<file path="config.mk">
export PLATFORM = sky130hd
export DESIGN_NAME = ex_muldiv_stage
export DESIGN_NICKNAME = d
export VERILOG_FILES = /design/src/rtl/ex_pkg.sv /design/src/rtl/alu.sv /design/src/rtl/muldiv_unit.sv /design/src/rtl/ex_muldiv_stage.sv
export SDC_FILE = /design/constraint.sdc
export NUM_CORES = 2
export LEC_CHECK = 0
export ABC_CLOCK_PERIOD_IN_PS = 16300
export CORE_MARGIN = 2
export CORE_UTILIZATION = 40
export CTS_CLUSTER_DIAMETER = 150
export DETAILED_ROUTE_END_ITERATION = 8
export GPL_TIMING_DRIVEN = 0
export PLACE_DENSITY = 0.58
export SLEW_MARGIN = 0
export SYNTH_ARGS = -nofsm -noshare
export SYNTH_HDL_FRONTEND = slang
export SYNTH_SLANG_ARGS = --single-unit
</file>
<file path="constraint.sdc">
create_clock -name clk -period 16.3 [get_ports clk]
set_input_delay 1.63 -clock clk [delete_from_list [all_inputs] [get_ports clk]]
set_output_delay 1.63 -clock clk [all_outputs]
set_load 0.01 [all_outputs]
</file>
<file path="src/rtl/ex_pkg.sv">
// ----------------------------------------------------------------------------
// ex_pkg
//   Shared types and helpers for the execute stage: multiply/divide opcodes,
//   the mul/div FSM state, ALU operation codes and opcode classification
//   helpers used by both the stage top and the mul/div unit.
// ----------------------------------------------------------------------------
package ex_pkg;

  localparam int MD_OP_W = 4;

  typedef enum logic [MD_OP_W-1:0] {
    MD_NONE  = 4'd0,
    MD_MULT  = 4'd1,
    MD_MULTU = 4'd2,
    MD_DIV   = 4'd3,
    MD_DIVU  = 4'd4,
    MD_MFHI  = 4'd5,
    MD_MFLO  = 4'd6,
    MD_MTHI  = 4'd7,
    MD_MTLO  = 4'd8
  } md_op_t;

  typedef enum logic {
    MD_IDLE = 1'b0,
    MD_BUSY = 1'b1
  } md_state_t;

  // ALUCode values understood by the ALU.
  localparam int ALU_ADD  = 0;
  localparam int ALU_SUB  = 1;
  localparam int ALU_AND  = 2;
  localparam int ALU_OR   = 3;
  localparam int ALU_XOR  = 4;
  localparam int ALU_NOR  = 5;
  localparam int ALU_SLT  = 6;
  localparam int ALU_SLTU = 7;
  localparam int ALU_SLL  = 8;
  localparam int ALU_SRL  = 9;
  localparam int ALU_SRA  = 10;
  localparam int ALU_LUI  = 11;

  // Operations that launch a multiply or divide.
  function automatic logic is_md_start(input md_op_t op);
    return op inside {MD_MULT, MD_MULTU, MD_DIV, MD_DIVU};
  endfunction

  // Operations that touch HI/LO and therefore must wait for the unit.
  function automatic logic is_hilo_op(input md_op_t op);
    return op inside {MD_MULT, MD_MULTU, MD_DIV, MD_DIVU,
                      MD_MFHI, MD_MFLO, MD_MTHI, MD_MTLO};
  endfunction

  function automatic logic is_signed_md(input md_op_t op);
    return op inside {MD_MULT, MD_DIV};
  endfunction

endpackage

</file>
<file path="src/rtl/alu.sv">
// ----------------------------------------------------------------------------
// alu
//   Combinational integer ALU. Shifts move operand B by the low bits of
//   operand A (the stage routes the shift amount onto A).
// Ports
//   alu_code_i  operation select (ex_pkg ALU_* codes)
//   a_i, b_i    operands
//   result_o    result
// ----------------------------------------------------------------------------
module alu
  import ex_pkg::*;
#(
  parameter int DATA_W = 32,
  parameter int ALUC_W = 5
) (
  input  logic [ALUC_W-1:0] alu_code_i,
  input  logic [DATA_W-1:0] a_i,
  input  logic [DATA_W-1:0] b_i,
  output logic [DATA_W-1:0] result_o
);

  localparam int SH_W = $clog2(DATA_W);

  logic [SH_W-1:0] shamt;

  always_comb begin
    // NOTE: every output gets a default first so no path through the case infers a latch.
    result_o = '0;
    shamt    = a_i[SH_W-1:0];
    case (alu_code_i)
      ALUC_W'(ALU_ADD):  result_o = a_i + b_i;
      ALUC_W'(ALU_SUB):  result_o = a_i - b_i;
      ALUC_W'(ALU_AND):  result_o = a_i & b_i;
      ALUC_W'(ALU_OR):   result_o = a_i | b_i;
      ALUC_W'(ALU_XOR):  result_o = a_i ^ b_i;
      ALUC_W'(ALU_NOR):  result_o = ~(a_i | b_i);
      ALUC_W'(ALU_SLT):  result_o = {{(DATA_W-1){1'b0}}, ($signed(a_i) < $signed(b_i))};
      ALUC_W'(ALU_SLTU): result_o = {{(DATA_W-1){1'b0}}, (a_i < b_i)};
      ALUC_W'(ALU_SLL):  result_o = b_i << shamt;
      ALUC_W'(ALU_SRL):  result_o = b_i >> shamt;
      ALUC_W'(ALU_SRA):  result_o = $signed(b_i) >>> shamt;
      ALUC_W'(ALU_LUI):  result_o = {b_i[DATA_W/2-1:0], {(DATA_W/2){1'b0}}};
      default:           result_o = '0;
    endcase
  end

endmodule

</file>
<file path="src/rtl/muldiv_unit.sv">
// ----------------------------------------------------------------------------
// muldiv_unit
//   Multi-cycle multiply/divide with architectural HI/LO registers.
//   Operands are converted to magnitudes at launch; one shift-add (multiply)
//   or restoring-subtract (divide) step runs per BUSY cycle, and the signs
//   are re-applied when the last step writes HI/LO.
//   Divide by zero yields LO = all ones, HI = dividend.
//   Optional feature macro EX_FAST_MUL_EN: MULT/MULTU finish in the commit
//   cycle through a single-cycle multiplier; divides stay iterative.
// Ports
//   clk, reset  clock, async active-high reset
//   commit_i    instruction in EX commits this cycle
//   op_i        mul/div opcode of the instruction in EX
//   a_i, b_i    forwarded Rs / Rt
//   hi_o, lo_o  HI / LO registers
//   busy_o      iteration in progress
// ----------------------------------------------------------------------------
module muldiv_unit
  import ex_pkg::*;
#(
  parameter int DATA_W = 32
) (
  input  logic              clk,
  input  logic              reset,
  input  logic              commit_i,
  input  md_op_t            op_i,
  input  logic [DATA_W-1:0] a_i,
  input  logic [DATA_W-1:0] b_i,
  output logic [DATA_W-1:0] hi_o,
  output logic [DATA_W-1:0] lo_o,
  output logic              busy_o
);

  localparam int CNT_W = $clog2(DATA_W + 1);

  md_state_t         state_q;
  logic [CNT_W-1:0]  cnt_q;
  logic              is_div_q;
  logic              div_zero_q;
  logic              neg_res_q;   // negate product / quotient
  logic              neg_rem_q;   // negate remainder (dividend sign)
  logic [DATA_W-1:0] b_q;         // |multiplicand| or |divisor|
  logic [DATA_W-1:0] acc_hi_q;    // product high half or partial remainder
  logic [DATA_W-1:0] acc_lo_q;    // multiplier bits or dividend/quotient bits
  logic [DATA_W-1:0] hi_q;
  logic [DATA_W-1:0] lo_q;

  logic              a_neg, b_neg;
  logic [DATA_W-1:0] a_mag, b_mag;
  logic              start_iter;

  logic [DATA_W:0]     mul_sum;
  logic [DATA_W:0]     div_trial;
  logic [DATA_W-1:0]   div_diff;
  logic                div_ge;
  logic [DATA_W-1:0]   step_hi, step_lo;
  logic [2*DATA_W-1:0] prod, prod_fix;
  logic [DATA_W-1:0]   quo_fix, rem_fix;

  always_comb begin
    a_neg = is_signed_md(op_i) && a_i[DATA_W-1];
    b_neg = is_signed_md(op_i) && b_i[DATA_W-1];
    a_mag = a_neg ? -a_i : a_i;
    b_mag = b_neg ? -b_i : b_i;
  end

`ifdef EX_FAST_MUL_EN
  logic [2*DATA_W-1:0] fast_prod;
  // Sign-extending to 2*DATA_W makes the low half of an unsigned multiply
  // equal to the signed product, so one multiplier serves MULT and MULTU.
  assign fast_prod  = {{DATA_W{a_neg}}, a_i} * {{DATA_W{b_neg}}, b_i};
  assign start_iter = commit_i && (op_i inside {MD_DIV, MD_DIVU});
`else
  assign start_iter = commit_i && is_md_start(op_i);
`endif

  // One iteration step for whichever operation is in flight.
  always_comb begin
    mul_sum   = {1'b0, acc_hi_q} + (acc_lo_q[0] ? {1'b0, b_q} : '0);
    div_trial = {acc_hi_q, acc_lo_q[DATA_W-1]};
    div_ge    = (div_trial >= {1'b0, b_q});
    // The remainder stays below the divisor, so the true difference fits in
    // DATA_W bits whenever it is taken.
    div_diff  = div_trial[DATA_W-1:0] - b_q;
    if (is_div_q) begin
      step_hi = div_ge ? div_diff : div_trial[DATA_W-1:0];
      step_lo = {acc_lo_q[DATA_W-2:0], div_ge};
    end else begin
      {step_hi, step_lo} = {mul_sum, acc_lo_q[DATA_W-1:1]};
    end
    prod     = {step_hi, step_lo};
    prod_fix = neg_res_q ? -prod : prod;
    quo_fix  = div_zero_q ? '1 : (neg_res_q ? -step_lo : step_lo);
    rem_fix  = neg_rem_q ? -step_hi : step_hi;
  end

  // NOTE: all state updates use non-blocking assignments so every register samples pre-edge values.
  always_ff @(posedge clk or posedge reset) begin
    if (reset) begin
      state_q    <= MD_IDLE;
      cnt_q      <= '0;
      is_div_q   <= 1'b0;
      div_zero_q <= 1'b0;
      neg_res_q  <= 1'b0;
      neg_rem_q  <= 1'b0;
      b_q        <= '0;
      acc_hi_q   <= '0;
      acc_lo_q   <= '0;
      hi_q       <= '0;
      lo_q       <= '0;
    end else begin
      case (state_q)
        MD_IDLE: begin
          if (start_iter) begin
            state_q    <= MD_BUSY;
            cnt_q      <= CNT_W'(DATA_W);
            is_div_q   <= (op_i inside {MD_DIV, MD_DIVU});
            div_zero_q <= (b_i == '0);
            neg_res_q  <= a_neg ^ b_neg;
            neg_rem_q  <= a_neg;
            acc_hi_q   <= '0;
            acc_lo_q   <= a_mag;
            b_q        <= b_mag;
          end else if (commit_i) begin
            case (op_i)
              MD_MTHI: hi_q <= a_i;
              MD_MTLO: lo_q <= a_i;
`ifdef EX_FAST_MUL_EN
              MD_MULT, MD_MULTU: {hi_q, lo_q} <= fast_prod;
`endif
              default: ;
            endcase
          end
        end
        MD_BUSY: begin
          acc_hi_q <= step_hi;
          acc_lo_q <= step_lo;
          cnt_q    <= cnt_q - CNT_W'(1);
          if (cnt_q == CNT_W'(1)) begin
            state_q <= MD_IDLE;
            if (is_div_q) begin
              hi_q <= rem_fix;
              lo_q <= quo_fix;
            end else begin
              {hi_q, lo_q} <= prod_fix;
            end
          end
        end
        default: state_q <= MD_IDLE;
      endcase
    end
  end

  assign hi_o   = hi_q;
  assign lo_o   = lo_q;
  assign busy_o = (state_q == MD_BUSY);

endmodule

</file>
<file path="src/rtl/ex_muldiv_stage.sv">
// ----------------------------------------------------------------------------
// ex_muldiv_stage
//   Execute stage between ID/EX and EX/MEM: operand forwarding (MEM has
//   priority over WB, r0 never forwarded), ALU, and a multi-cycle mul/div
//   unit with HI/LO. Stall_ex freezes IF/ID/EX while a HI/LO instruction
//   sits in EX and the unit is still iterating.
//   Optional feature macro EX_FAST_MUL_EN (see muldiv_unit): single-cycle
//   MULT/MULTU.
// Ports
//   clk, reset                         clock, async active-high reset
//   RegDst_ex                          1: dest=Rd, 0: dest=Rt
//   ALUCode_ex                         ALU operation
//   ALUSrcA_ex / ALUSrcB_ex            select Sa_ex / Imm_ex instead of Rs / Rt
//   MdOp_ex                            mul/div/HI/LO operation
//   Advance_ex                         instruction leaves EX at end of cycle
//   Imm_ex, Sa_ex                      pre-extended immediate / shift amount
//   RsAddr_ex, RtAddr_ex, RdAddr_ex    register addresses
//   RsData_ex, RtData_ex               register-file operands
//   ALUResult_mem, RegWriteAddr_mem, RegWrite_mem   MEM forwarding source
//   RegWriteData_wb, RegWriteAddr_wb, RegWrite_wb   WB forwarding source
//   RegWriteAddr_ex                    destination address
//   ALUResult_ex                       ALU result, or HI/LO for MFHI/MFLO
//   MemWriteData_ex                    forwarded Rt
//   Stall_ex                           hold IF/ID/EX this cycle
//   MdBusy                             mul/div iteration in progress
// ----------------------------------------------------------------------------
module ex_muldiv_stage
  import ex_pkg::*;
#(
  parameter int DATA_W = 32,
  parameter int REG_AW = 5,
  parameter int ALUC_W = 5
) (
  input  logic              clk,
  input  logic              reset,
  input  logic              RegDst_ex,
  input  logic [ALUC_W-1:0] ALUCode_ex,
  input  logic              ALUSrcA_ex,
  input  logic              ALUSrcB_ex,
  input  md_op_t            MdOp_ex,
  input  logic              Advance_ex,
  input  logic [DATA_W-1:0] Imm_ex,
  input  logic [DATA_W-1:0] Sa_ex,
  input  logic [REG_AW-1:0] RsAddr_ex,
  input  logic [REG_AW-1:0] RtAddr_ex,
  input  logic [REG_AW-1:0] RdAddr_ex,
  input  logic [DATA_W-1:0] RsData_ex,
  input  logic [DATA_W-1:0] RtData_ex,
  input  logic [DATA_W-1:0] ALUResult_mem,
  input  logic [DATA_W-1:0] RegWriteData_wb,
  input  logic [REG_AW-1:0] RegWriteAddr_mem,
  input  logic [REG_AW-1:0] RegWriteAddr_wb,
  input  logic              RegWrite_mem,
  input  logic              RegWrite_wb,
  output logic [REG_AW-1:0] RegWriteAddr_ex,
  output logic [DATA_W-1:0] ALUResult_ex,
  output logic [DATA_W-1:0] MemWriteData_ex,
  output logic              Stall_ex,
  output logic              MdBusy
);

  logic              mem_valid, wb_valid;
  logic [DATA_W-1:0] fwd_rs, fwd_rt;
  logic [DATA_W-1:0] alu_a, alu_b, alu_result;
  logic [DATA_W-1:0] hi, lo;
  logic              commit;

  // A writer targeting r0 is never a forwarding source.
  assign mem_valid = RegWrite_mem && (RegWriteAddr_mem != '0);
  assign wb_valid  = RegWrite_wb  && (RegWriteAddr_wb  != '0);

  // MEM holds the younger value, so it wins when both stages match.
  assign fwd_rs = (mem_valid && RegWriteAddr_mem == RsAddr_ex) ? ALUResult_mem   :
                  (wb_valid  && RegWriteAddr_wb  == RsAddr_ex) ? RegWriteData_wb :
                                                                 RsData_ex;
  assign fwd_rt = (mem_valid && RegWriteAddr_mem == RtAddr_ex) ? ALUResult_mem   :
                  (wb_valid  && RegWriteAddr_wb  == RtAddr_ex) ? RegWriteData_wb :
                                                                 RtData_ex;

  assign alu_a = ALUSrcA_ex ? Sa_ex  : fwd_rs;
  assign alu_b = ALUSrcB_ex ? Imm_ex : fwd_rt;

  alu #(
    .DATA_W (DATA_W),
    .ALUC_W (ALUC_W)
  ) u_alu (
    .alu_code_i (ALUCode_ex),
    .a_i        (alu_a),
    .b_i        (alu_b),
    .result_o   (alu_result)
  );

  // Only HI/LO instructions wait for the unit; everything else flows past a
  // background multiply or divide.
  assign Stall_ex = MdBusy && is_hilo_op(MdOp_ex);
  assign commit   = Advance_ex && !Stall_ex;

  muldiv_unit #(
    .DATA_W (DATA_W)
  ) u_muldiv (
    .clk      (clk),
    .reset    (reset),
    .commit_i (commit),
    .op_i     (MdOp_ex),
    .a_i      (fwd_rs),
    .b_i      (fwd_rt),
    .hi_o     (hi),
    .lo_o     (lo),
    .busy_o   (MdBusy)
  );

  assign RegWriteAddr_ex = RegDst_ex ? RdAddr_ex : RtAddr_ex;
  assign MemWriteData_ex = fwd_rt;
  assign ALUResult_ex    = (MdOp_ex == MD_MFHI) ? hi :
                           (MdOp_ex == MD_MFLO) ? lo : alu_result;

endmodule

</file>
==> Word level (Yosys, flattened, before mapping) <==
Index checks and enable logic that the tools add are counted.
{ "word_totals": {"reg_bits": 171, "latchBits": 0, "ramBits": 0, "romBits": 0, "in_bits": 234, "out_inout_bits": 71, "word_cells": 127, "memories": 0} }
{ "op_classes": {"n_addsub": 10, "n_mul": 0, "div_mod_pow": 0, "n_lt_le_gt_ge": 3, "n_eq_ne": 30, "shift": 3, "muxes": 41, "bitwise": 6, "reduce_logical": 23} }
{ "ops": {"columns": ["cell", "n"], "rows": [
  ["$mux 32", 29],
  ["$pmux 32 s12", 1],
  ["$pmux 32 s2", 4],
  ["$neg 32->32", 4],
  ["$lt 32x32->1", 2],
  ["$mux 64", 1],
  ["$neg 64->64", 1],
  ["$sub 32x32->32", 2],
  ["$add 32x33->33", 1],
  ["$ge 33x32->1", 1],
  ["$add 32x32->32", 1],
  ["$and 32x32->32", 1],
  ["$logic_not 32->1", 1],
  ["$not 32->32", 1],
  ["$or 32x32->32", 1],
  ["$shl 32x5->32", 1],
  ["$shr 32x5->32", 1],
  ["$sshr 32x5->32", 1],
  ["$xor 32x32->32", 1],
  ["$eq 5x3->1 const B", 4],
  ["$eq 5x4->1 const B", 4],
  ["$eq 5x5->1", 4],
  ["$eq 4x3->1 const B", 4],
  ["$pmux 6 s2", 1],
  ["other kinds (24)", 44]
]} }

==> Longest topological paths before layout <==
{ "logic_depth": {"ltp_word": 11, "ltp_mapped": 26, "ltp_nobuf": 22} }

==> By module <==
From an unflattened synthesis, not the netlist that was laid out.
{ "hier_totals": {"hier_cells": 3981, "hier_area_um2": 27848.0} }
{ "by_module_without_submodules": {"columns": ["mod", "n_inst", "cells_per_inst", "area_per_inst_um2", "seq_area_each_um2"], "rows": [
  ["muldiv_unit", 1, 2033, 15494.9, 4279.1],
  ["alu", 1, 1315, 8354.3, 0.0],
  ["ex_muldiv_stage", 1, 633, 3998.8, 0.0]
]} }

==> Worst setup path after synthesis <==
No wires, ideal clock.
{ "synth_path": {"kind": "in2out", "from": "in RegWriteAddr_wb[0]", "to": "out ALUResult_ex[29]", "arrival_time_ns": 7.025, "t_required_ns": 14.670, "path_slack_ns": 7.645, "stages": 26, "n_path_buf": 7, "cell_sequence": "or4_1 -> o21ai_1 -> buf_4 -> buf_6 -> buf_2 -> o31ai_1 -> a31oi_1 -> mux2i_1 -> buf_2 -> buf_2 -> buf_2 -> buf_2 -> ha_1 -> a21o_1 -> a21oi_1 -> o21ai_0 -> a31oi_1 -> o31ai_1 -> a211oi_1 -> o311a_1 -> a21oi_1 -> a311oi_1 -> o21ai_0 -> o21ai_0 -> xor2_1 -> o41ai_1"} }
{ "synth_via": {"elab_chain_len": 11, "elab_cells_between_ends": 24, "classes_between": "add/sub (2); eq/ne (2); shift (3); mux (9); bitwise (4); reduce/logical (4)"} }
{ "synth_lines": {"columns": ["element", "line_no", "source"], "rows": [
  ["from (decl)", "ex_muldiv_stage.sv:52", "input logic [REG_AW-1:0] RegWriteAddr_wb,"],
  ["parallel branches: the longest is 8 deep, another holds $sub 32x32->32", null, null],
  ["$pmux 32 s12 (*)", "alu.sv:30", "case (alu_code_i)"],
  ["$mux 32 (*)", "ex_muldiv_stage.sv:115", "(MdOp_ex == MD_MFLO) ? lo : alu_result;"],
  ["$mux 32 (*)", "ex_muldiv_stage.sv:114", "assign ALUResult_ex = (MdOp_ex == MD_MFHI) ? hi :"],
  ["to (decl)", "ex_muldiv_stage.sv:56", "output logic [DATA_W-1:0] ALUResult_ex,"]
]} }
Mark *: on every way between the ends.

==> Final worst setup path <==
Same ends and word-level chain as after synthesis.

==> results.sh <==
export IMPL_status="finished, violations left"
export IMPL_violations="max-capacitance violations, max-slew violations"
export IMPL_pin_count=305
export IMPL_wl_mm=168
export IMPL_syn_area_per_cell_um2=7.09
export IMPL_synth_seq_cells=171
export IMPL_hold_buffers=0
export IMPL_fin_crit_sh=0.813
export IMPL_clk_latency_ps=470
export IMPL_period_needed_ps=13260
export IMPL_path_class="in -> out"
export IMPL_p_per_area_nw_per_um2=152
export IMPL_design_area_um2=32100
export IMPL_cts_sinks=171
export IMPL_wl_met3_mm=24.5
export IMPL_synth_top_family_by_area="compound AO/OA/AOI/OAI gates"
export IMPL_synth_xor_area_frac=0.0661
export IMPL_antenna_found_initial=9
export IMPL_cap_viol_max_count=7
export IMPL_synthFlopType="dfrtp_1"
export IMPL_cp_startpoint="RegWriteAddr_wb[0]"
export IMPL_grt_ovfl_total=0
export IMPL_postSynthCellCount=3817
export IMPL_areaGrowthSynthToFinish_pct=18.7
export IMPL_synth_area_leaders="dfrtp_1 (16%), ha_1 (8.0%), a21oi_1 (6.5%), nand2_1 (6.5%), mux2i_1 (6.0%)"
export IMPL_die_w_um=264
export IMPL_reg2reg_to="u_muldiv.hi_o[30]"
export IMPL_vias_per_cell=6.84
export IMPL_rr_startpoint="u_muldiv.is_div_q"
export IMPL_cts_htree_levels=4
export IMPL_max_freq_mhz=75.4
export IMPL_worst_path_buf_inv=9
export IMPL_grt_first_pass_wirelength_mm=232
export IMPL_skew_ps=16.9
export IMPL_nets=4569
export IMPL_cts_tree="done"
export IMPL_reg2regPathDepth=21
export IMPL_ys_types=101
export IMPL_rows=95
export IMPL_synth_top_area_cell="dfrtp_1"
export IMPL_first_iter_violations=5364
export IMPL_cts_resized=0
export IMPL_synth_compound_area_frac=0.312
export IMPL_dp_hpwl_mm=137
export IMPL_worstHoldStart="u_muldiv.hi_o[3]"
export IMPL_setup_viol=0
export IMPL_final_antenna_net_count=0
export IMPL_port_buffers=300
export IMPL_crit_path_start_kind="primary input"
export IMPL_postCtsSetupBuffers=0
export IMPL_wl_per_cell_um=33.2
export IMPL_ys_warn_count=0
export IMPL_gp_congestion=1.17
export IMPL_die_h_um=264
export IMPL_syn_nets=4228
export IMPL_rsz0062_at_grt="false"
export IMPL_met2_length_mm=66.6
export IMPL_synth_most_common_cell="nand2_1"
export IMPL_cp_max_fo=11
export IMPL_start_util=0.403
export IMPL_power_leakage_nw=12.9
export IMPL_synthMuxAreaShare=0.0949
export IMPL_ir_drop_mv=0.0904
export IMPL_drive_gt1_frac=0.0650
export IMPL_cts_buffers=17
export IMPL_highest_layer="met5"
export IMPL_max_slew_margin=-0.0865
export IMPL_worst_setup_path_end_kind="output port"
export IMPL_hold_viol=0
export IMPL_drc_errors=0
export IMPL_synth_async_sr_flop_share=1.00
export IMPL_route_vias_total=34500
export IMPL_holdPathStages=2
export IMPL_place_area_um2=31500
export IMPL_hp_class="reg -> reg"
export IMPL_required_ps=14670
export IMPL_coreArea_um2=67000
export IMPL_worst_slew_pin_slew_ps=1580
export IMPL_fin_setup_tns_ps=0
export IMPL_drt_met1_wl_mm=64.4
export IMPL_synth_simple_gate_area_frac=0.221
export IMPL_ff2ff_setup_slack_ps=7880
export IMPL_track_usage=0.460
export IMPL_synth_edf_count=0
export IMPL_worst_path_max_delay_cell="a31oi_1"
export IMPL_cp_top_family="compound AO/OA/AOI/OAI gates"
export IMPL_grt_pass1_vias=31400
export IMPL_slew_violations=30
export IMPL_yosysSeqAreaShare=0.158
export IMPL_drt_first_pass_iters=7
export IMPL_min_to="u_muldiv.hi_o[3]"
export IMPL_netlist_area_um2=27000
export IMPL_critPathArrivalTime_ps=11630
export IMPL_clk_pin_slew_ps=70
export IMPL_synthTopCellsByCount="nand2_1 (465), a21oi_1 (349), o21ai_0 (324), nor2_1 (294), ha_1 (173)"
export IMPL_synth_top_area_share=0.158
export IMPL_synthAdderAreaFrac=0.0830
export IMPL_dieArea_um2=69700
export IMPL_grt_max_degree=111
export IMPL_crit_path_max_incr_delay_ps=1120
export IMPL_clock_path_buffers=2
export IMPL_cts_root_buf="clkbuf_16"
==> where the power goes <==
part	switching (W)	internal, W	leakage (nW)
sequential	0.000277	0.000614	2.08
combinational	0.00234	0.00121	10.5
clock	0.000211	0.000226	0.294
total	0.00282	0.00205	12.9
==> layer usage <==
layer / up-vias / GRT usage
li1: 14800 / -
met1: 16400 / 0.601
met2: 2810 / 0.657
met3: 571 / 0.158
met4: 6 / 0.262
met5: - / 0
==> cells by family after synthesis <==
logic type	Yosys count
adders and majority gates	177
AOI/OAI and AO/OA	1323
muxes	235
xor gates and xnor gates	204
buffers and inverters	436
and+or+nand+nor	1271
DFF	171
==> worst register-to-register path, stage by stage, from the launching register on <==
cell	delay, ps
dfrtp_1	520
clkbuf_1	570
buf_2	530
buf_1	630
clkbuf_1	690
buf_2	470
buf_1	680
clkbuf_1	690
nand2_1	250
o21ai_0	200
ha_1	280
o211ai_1	220
nor2_1	210
nand3_1	120
or2_2	340
or4_1	620
nand2_1	170
and2_1	220
nand2_1	160
o31ai_1	390
xor2_1	190
o221ai_1	130
==> worst max path at each step <==
| stage | end | slack [ps] | depth (start not counted) |
|---|---|---|---|
| 6_report | ALUResult_ex[29] | 3040 | 28 |
| 5_1_grt | ALUResult_ex[29] | 2960 | 25 |
| 4_1_cts | ALUResult_ex[29] | 3620 | 28 |
| 3_5_place_dp | ALUResult_ex[29] | 3620 | 28 |
| 3_3_place_gp | ALUResult_ex[29] | 2310 | 24 |
| 2_1_floorplan | ALUResult_ex[29] | 7640 | 26 |
==> state kept, by name (all words and copies together), names as in the netlist <==
| name | count |
|---|---|
| u_muldiv.acc_hi_q | 32 |
| u_muldiv.acc_lo_q | 32 |
| u_muldiv.b_q | 32 |
| u_muldiv.busy_o | 1 |
| u_muldiv.cnt_q | 6 |
| u_muldiv.div_zero_q | 1 |
| u_muldiv.hi_o | 32 |
| u_muldiv.is_div_q | 1 |
| u_muldiv.lo_o | 32 |
| u_muldiv.neg_rem_q | 1 |
| u_muldiv.neg_res_q | 1 |
==> cell type report <==
cell class / count / area [um^2]
fill: 7101 / 34900
buffer: 264 / 1100
sequential: 171 / 4280
timing repair buffer: 322 / 3260
multi-input combinational: 3210 / 21100
antenna: 5 / 12.5
clock inverter: 13 / 154
inverter: 172 / 653
clock buffer: 19 / 453
tap: 873 / 1090
==> through the flow <==
stage / cells / setup WS (ps) / util / power (W) / hold WS (ps)
4_1_cts: 5044 / 3620 / 0.479 / 0.00470 / 486
6_report: 5049 / 3040 / 0.479 / 0.00488 / 492
2_1_floorplan: 3817 / 7640 / - / 0.00303 / 439
5_1_grt: 5045 / 2960 / 0.479 / 0.00512 / 512
3_5_place_dp: 5012 / 3620 / 0.470 / 0.00426 / 470
3_3_place_gp: 4990 / 2310 / 0.465 / 0.00424 / 464
==> cell usage in the layout (no fill, tap or decap), drive strengths merged, types with 33 or more instances in the layout <==
master         instances
nand2                466
a21oi                350
o21ai                339
clkdlybuf4s50        300
nor2                 295
clkbuf               186
inv                  176
ha                   173
dfrtp                171
mux2i                164
xnor2                142
buf                  119
a31oi                 97
nor3                  87
nand3                 82
and2                  70
o31ai                 67
xor2                  62
mux2                  61
a22oi                 61
nand4                 59
nor4                  51
a211oi                49
a21o                  41
o211ai                41
and3                  40
a221oi                35
or3                   33
No activity file was read; power rests on OpenSTA's default activity.
